### config.mk
export PLATFORM = sky130hd
export DESIGN_NAME = kyber_butterfly_arbiter
export DESIGN_NICKNAME = d
export VERILOG_FILES = /design/src/rtl/kyber_butterfly_arbiter.sv
export SDC_FILE = /design/constraint.sdc
export NUM_CORES = 1
export LEC_CHECK = 0
export ABC_AREA = 1
export BUFFER_PORTS_ARGS = -buffer_cell sky130_fd_sc_hd__buf_4
export CORE_MARGIN = 2
export CORE_UTILIZATION = 42
export CTS_BUF_LIST = sky130_fd_sc_hd__clkbuf_4
export CTS_CLUSTER_DIAMETER = 200
export DETAILED_ROUTE_END_ITERATION = 8
export PLACE_DENSITY_LB_ADDON = 0.12
export SYNTH_ARGS = -nofsm -noshare
export SYNTH_HDL_FRONTEND = slang
export SYNTH_SLANG_ARGS = --single-unit
### constraint.sdc
create_clock -name clk -period 1.6 [get_ports clk]
set_clock_uncertainty 0.2 [all_clocks]
set_input_delay 0.24 -clock clk [delete_from_list [all_inputs] [get_ports clk]]
set_output_delay 0.24 -clock clk [all_outputs]
set_load 0.02 [all_outputs]
### src/rtl/kyber_butterfly_arbiter.sv
// kyber_butterfly_arbiter
// Round-robin arbiter that shares one butterfly/reduction unit (Barrett +
// Montgomery stage) between port 0 (NTT sequencer) and port 1 (INTT sequencer).
// A transaction walks IDLE -> ISSUE -> (WAIT) -> RETURN -> IDLE. The operands are
// latched when the request is granted. The results from the shared unit go back to
// the granted port unmodified.
// Optional WAIT watchdog: define BUTTERFLY_ARB_TIMEOUT_EN to add the timeout_err port.
module kyber_butterfly_arbiter #(
  parameter int COEFF_SZ       = 16,
  parameter int TIMEOUT_CYCLES = 64
) (
  input  logic                clk,
  input  logic                reset,
  input  logic                r0_req,
  input  logic [COEFF_SZ-1:0] r0_zeta,
  input  logic [COEFF_SZ-1:0] r0_a,
  input  logic [COEFF_SZ-1:0] r0_b,
  output logic                r0_ack,
  output logic                r0_valid,
  output logic [COEFF_SZ-1:0] r0_out_a,
  output logic [COEFF_SZ-1:0] r0_out_b,
  input  logic                r1_req,
  input  logic [COEFF_SZ-1:0] r1_zeta,
  input  logic [COEFF_SZ-1:0] r1_a,
  input  logic [COEFF_SZ-1:0] r1_b,
  output logic                r1_ack,
  output logic                r1_valid,
  output logic [COEFF_SZ-1:0] r1_out_a,
  output logic [COEFF_SZ-1:0] r1_out_b,
  output logic                bf_ce,
  output logic [COEFF_SZ-1:0] bf_zeta,
  output logic [COEFF_SZ-1:0] bf_a,
  output logic [COEFF_SZ-1:0] bf_b,
  input  logic                bf_done,
  input  logic [COEFF_SZ-1:0] bf_out_a,
  input  logic [COEFF_SZ-1:0] bf_out_b,
`ifdef BUTTERFLY_ARB_TIMEOUT_EN
  output logic                timeout_err,
`endif
  output logic                grant_id,
  output logic                busy
);

  typedef enum logic [1:0] {
    ST_IDLE,
    ST_ISSUE,
    ST_WAIT,
    ST_RETURN
  } state_t;

  state_t              state_q;
  state_t              state_d;
  logic                last_grant_q;
  logic                any_req;
  logic                pick;
  logic                capture;
  logic                timeout_hit;
  logic [COEFF_SZ-1:0] res_a;
  logic [COEFF_SZ-1:0] res_b;

  // Winner selection: a lone requester wins outright. In a tie the port that did not win last time gets the grant.
  always_comb begin
    any_req = r0_req | r1_req;
    pick    = (r0_req & r1_req) ? ~last_grant_q : r1_req;
  end

`ifdef BUTTERFLY_ARB_TIMEOUT_EN
  localparam int CNT_W = $clog2(TIMEOUT_CYCLES);
  logic [CNT_W-1:0] wait_cnt;

  // Watchdog hit on the last permitted WAIT cycle without a done strobe
  always_comb begin
    timeout_hit = (state_q == ST_WAIT) && (wait_cnt == CNT_W'(TIMEOUT_CYCLES - 1));
  end

  // WAIT cycle counter (zero whenever outside WAIT) and sticky timeout flag
  always_ff @(posedge clk) begin
    if (reset) begin
      wait_cnt    <= '0;
      timeout_err <= 1'b0;
    end else begin
      if (state_q != ST_WAIT) begin
        wait_cnt <= '0;
      end else if (!timeout_hit) begin
        wait_cnt <= wait_cnt + CNT_W'(1);
      end
      if (timeout_hit && !bf_done) begin
        timeout_err <= 1'b1;
      end
    end
  end
`else
  // Without the watchdog WAIT only ends on bf_done
  always_comb begin
    timeout_hit = 1'b0;
  end
`endif

  // Result capture: a done in ISSUE or WAIT ends the transaction. A timeout returns zeros.
  always_comb begin
    capture = ((state_q == ST_ISSUE) || (state_q == ST_WAIT)) && (bf_done || timeout_hit);
    res_a   = bf_done ? bf_out_a : '0;
    res_b   = bf_done ? bf_out_b : '0;
  end

  // State register
  always_ff @(posedge clk) begin
    if (reset) begin
      state_q <= ST_IDLE;
    end else begin
      state_q <= state_d;
    end
  end

  // Next-state logic
  always_comb begin
    state_d = state_q;
    case (state_q)
      ST_IDLE:   if (any_req) state_d = ST_ISSUE;
      ST_ISSUE:  state_d = bf_done ? ST_RETURN : ST_WAIT;
      ST_WAIT:   if (bf_done || timeout_hit) state_d = ST_RETURN;
      ST_RETURN: state_d = ST_IDLE;
      default:   state_d = ST_IDLE;
    endcase
  end

  // Per-state strobes derived from the current state and owner
  always_comb begin
    bf_ce    = (state_q == ST_ISSUE);
    r0_ack   = (state_q == ST_ISSUE)  && !grant_id;
    r1_ack   = (state_q == ST_ISSUE)  &&  grant_id;
    r0_valid = (state_q == ST_RETURN) && !grant_id;
    r1_valid = (state_q == ST_RETURN) &&  grant_id;
    busy     = (state_q != ST_IDLE);
  end

  // Datapath: latch the winner's operands on grant and steer results to the owner
  always_ff @(posedge clk) begin
    if (reset) begin
      last_grant_q <= 1'b1;
      grant_id     <= 1'b0;
      bf_zeta      <= '0;
      bf_a         <= '0;
      bf_b         <= '0;
      r0_out_a     <= '0;
      r0_out_b     <= '0;
      r1_out_a     <= '0;
      r1_out_b     <= '0;
    end else begin
      if ((state_q == ST_IDLE) && any_req) begin
        grant_id     <= pick;
        last_grant_q <= pick;
        bf_zeta      <= pick ? r1_zeta : r0_zeta;
        bf_a         <= pick ? r1_a    : r0_a;
        bf_b         <= pick ? r1_b    : r0_b;
      end
      if (capture) begin
        if (grant_id) begin
          r1_out_a <= res_a;
          r1_out_b <= res_b;
        end else begin
          r0_out_a <= res_a;
          r0_out_b <= res_b;
        end
      end
    end
  end

endmodule

; Word-level counts from Yosys, hierarchy flattened
; Cells that the tools add are included.
[op_classes]
addsub = 0
multipliers = 0
div = 0
n_lt_le_gt_ge = 0
n_eq_ne = 5
shift = 0
mux = 10
n_bitwise = 4
n_reduce_logical = 13
[ops]
columns = cell, count
row1 = 16-bit two-way mux, 5
row2 = 2-bit one-hot mux with 4 select lines, 1
row3 = 1-bit logical AND, 6
row4 = 2-bit AND reduction, 3
row5 = 2-bit equality test (second input constant), 2
row6 = 2-bit two-way mux, 2
row7 = 2-bit != test (second input constant), 2
row8 = 2-bit by 1-bit equality test with 1-bit output (second input constant), 1
row9 = 2-bit zero test, 1
row10 = 1-bit two-way mux, 2
row11 = 1-bit NOT, 2
row12 = 2-bit nonzero test, 1
row13 = 1-bit AND, 1
row14 = 1-bit zero test, 1
row15 = 1-bit logical OR, 1
row16 = 1-bit bitwise OR, 1
[word_totals]
ff_bits = 116
latchBits = 0
ramBits = 0
mem_bits_ro = 0
input_bits = 133
output_inout_bits = 119
n_memories = 0

; Longest topological paths before layout
[logic_depth]
depth_word = 4
ltp_mapped = 9

; Least setup slack after synthesis
; Ideal clock, no wire load.
[synth_path]
path_type = reg-to-reg
startpoint = reg state_q[0]
endpoint = reg r0_out_a[0]
arrival_time_ps = 1387
path_slack_ps = -102
stages_incl_launch_ff = 9
cell_sequence = dfxtp_1 -> inv_1 -> ha_1 -> nand2_1 -> nor2_2 -> inv_1 -> buf_4 -> nor2_1 -> nor2_1
[synth_between]
elab_chain_cells = 4
elab_cells_between_ends = 5
cone_classes = eq/ne (2) / reduce/logical (3)
[synth_rtl]
columns = element, line
row1 = from (decl), 51  ; state_t state_q;
row2 = from (signal assigned), 111  ; state_q <= state_d;
row3 = 2-bit by 1-bit equality test with 1-bit output or 2-bit equality test (tied branches), 101  ; capture = ((state_q == ST_ISSUE) || (state_q == ST_WAIT)) && (bf_done || timeout_hit);
row4 = 1-bit logical OR *, 101
row5 = 1-bit logical AND *, 101
row6 = 2-bit AND reduction (no source line) *, -
row7 = to (signal assigned), 162  ; r0_out_a <= res_a;
row8 = to (decl), 20  ; output logic [COEFF_SZ-1:0] r0_out_a,
; Every way passes the cells marked *; elsewhere a longest branch is shown, timed or not.
; A chain may end at the register's enable or synchronous reset.

; Final worst setup path
[layout_path]
startpoint = reg state_q[1]
endpoint = out r0_valid
[layout_between]
elab_chain_cells = 2
[layout_rtl]
columns = element, line
row1 = 2-bit equality test, 132  ; r0_valid = (state_q == ST_RETURN) && !grant_id;
row2 = 1-bit logical AND, 132
row3 = to (decl), 19  ; output logic r0_valid,
; Every way passes these cells.

==> results.ini <==
[critical_path]
cpPeakStageDelay_ps = 380
crit_buf_inv = 3
reg2reg_to = r0_out_b[6]
rr_startpoint = state_q[1]
slowest_stage = dfxtp_2
critPathCaptureType = primary output
cpLargestDelayFamily = flip-flops
critPathLaunchType = flip-flop
worstPathArrival_ps = 1460
path_class = flip-flop to primary output
cp_cell_sequence = buf_6 -> ha_4 -> inv_2 -> nor2_2 -> buf_4
r2r_cells = 8
worstPathRequired_ps = 1160
startpoint = state_q[1]
worst-r2r-setup-slack_ps = -150
crit_fanout = 3

[yosys]
async_flop_share_pct = 0
synth.distinct_cells = 18
netlist_instances = 690
yosysSeqAreaShare_pct = 47.4
synth_area_leaders = dfxtp_1 (47%), nand2_1 (12%), o21ai_0 (10%), a21oi_1 (8.5%), inv_1 (6.9%)
synth.most_common_cell = nand2_1
synth_common_cells = nand2_1 (156), dfxtp_1 (116), o21ai_0 (99)
synth-seq-cells = 116
synth.cell_area_mm2 = 0.00490
synth-edff-count = 0
yosys.area.top_type_share_pct = 47.4
ys.flop_type = dfxtp_1
syn_avg_cell_area_um2 = 7.11
synth_top_area_cell = dfxtp_1
yosysWarningCount = 0
synth_nets = 829

[route]
drtAntennaViolNets = 0
finalWirelength_um = 21300
drtIter0Drc = 535
drc = 0
wl_per_cell_um = 17.1
vias = 6432
via_per_inst = 5.16
dr.pass1.iters = 5

[job]
maxCapViolCount = 0

[clocking]
htreeDepth = 4
cts.clk_slew.worst_paths_ps = 120
cts_tree = yes
root_buffer = clkbuf_4
cts.sinks = 116
cts_made_buffers = 17
clk_latency_ps = 530
clk_path_buf_depth = 2

[place]
place.gp.congestion = 0.875
dp_cells = 1056
hpwl_um = 10400
post-place-ws_ps = -1.46
numPortBuffers = 251

[floorplan]
dieArea_mm2 = 0.0126
core_area_mm2 = 0.0114
fp.dieW_um = 112
die_h_um = 112
num_rows = 39
initial_core_util_pct = 42.9
io_pins = 252

[power_and_ir_drop]
leakagePower_nw = 4.61
power.density_mw_per_mm2 = 1520
peakVddDrop_mv = 1.18

[sta]
grt_setup_unrepaired = yes
timing.fmax_mhz = 526
maxSlewHeadroom_pct = 72.5
setup_slack_ps = -300
drv_slew = 0
period_share_pct = 119
setup_viol = 97
tns_ps = -7240
min_period_ps = 1900
tightest_slew_ps = 413
hold_violations = 0

[worst_hold_path]
whs_endpoint = grant_id
holdCritPathClass = input port to flip-flop
min_path_cells = 3
hp-start = reset

[outcome]
status = complete, but fails checks
violations = negative setup slack

[global_route]
grt_pass1_wl_um = 28600
grt_pass1_vias = 6090
groute.usage.overall_pct = 27.9
grt_max_degree = 66
antenna_found_initial = 0
grt_overflow_total = 0

[cells_and_area]
final_cells = 1247
area_delta_synth_final_pct = 94.2
final_nets = 1231
num_antenna_cells = 0
fillers = 674
final_layout_size_suffix_gt1_share_pct = 39.5

## kinds of logic (layout without fill, tap and decap cells)
logic type	count (synthesis)	after routing	share of synthesized area (%)
AO/OA/AOI/OAI	196	196	20.0
buffers and inverters	139	553	12.7
flip-flops	116	116	47.4
adder cells (fa/ha/maj)	6	6	1.53
AND/OR/NAND/NOR	233	233	18.4
## registers in the layout, indices dropped and copies added, names as in the netlist
register      cells
bf_a             16
bf_b             16
bf_zeta          16
grant_id          1
last_grant_q      1
r0_out_a         16
r0_out_b         16
r1_out_a         16
r1_out_b         16
state_q           2
## through the flow
step / instance area, um2 / total power [W] / util (%) / hold WS (ps)
after global routing: 9520 / 0.0152 / 83.4 / 206
after CTS: 8630 / 0.0125 / 75.6 / 186
after global placement: 6940 / 0.00963 / 60.8 / 229
after floorplan: 4920 / 0.00752 / - / 102
final: 9520 / 0.0145 / 83.4 / 233
after detailed placement: 6940 / 0.00980 / 60.8 / 228
## worst max-delay path by stage
| stage | slack (ps) | to | cells past startpoint |
|---|---|---|---|
| 2_1_floorplan | 5 | r0_out_a[0] | 8 |
| 3_3_place_gp | 70 | r0_out_b[15] | 8 |
| 3_5_place_dp | -1 | r0_out_a[3] | 8 |
| 4_1_cts | -300 | r0_ack | 5 |
| 5_1_grt | -390 | r0_valid | 5 |
| 6_report | -300 | r0_valid | 5 |
## worst min-delay path: stages
cell	delay, ps
dlygate4sd3_1	540
buf_4	130
a21oi_1	40
## power breakdown
part	leakage [nW]	total [W]	switching [W]	internal, W
logic	3.51	0.00781	0.00424	0.00356
registers	0.954	0.00429	0.000553	0.00374
clock network	0.151	0.00236	0.00127	0.00109
## cell type report
| class | count | area, um2 | share of cell area (%) |
|---|---|---|---|
| well taps | 143 | 179 | 1.88 |
| inverters | 94 | 360 | 3.78 |
| clock inverters | 14 | 178 | 1.87 |
| clock buffers | 17 | 128 | 1.34 |
| flip-flops and latches | 116 | 2330 | 24.4 |
| repair buffers | 428 | 3990 | 41.9 |
| multi-input cells | 435 | 2360 | 24.8 |
## repair_timing
action	CTS	global route
hold endpoints to repair	116	0
setup endpoints to repair	12	109
hold buffers	132	0
cloned	0	16
buffers inserted	1	11
gates resized for setup	15	184
pin swaps	4	38
## cells in the final DEF, fill, tap and decap left out, drive strengths merged
master and instances:
nand3 4, bufinv 3, dlygate4sd3 132, ha 6, clkbuf 29, clkinvlp 4
clkinv 4, a21oi 83, nor2 72, inv 97, dfxtp 116, o21ai 113
buf 284, nand2 157
## metal layers
metal  track usage (%)  routed length, um
met1              30.9               8210
met2              50.5              10700
met3              6.10               1360
met4              14.0               1070
met5                 0                  0
No activity file was read; power rests on OpenSTA's default activity.
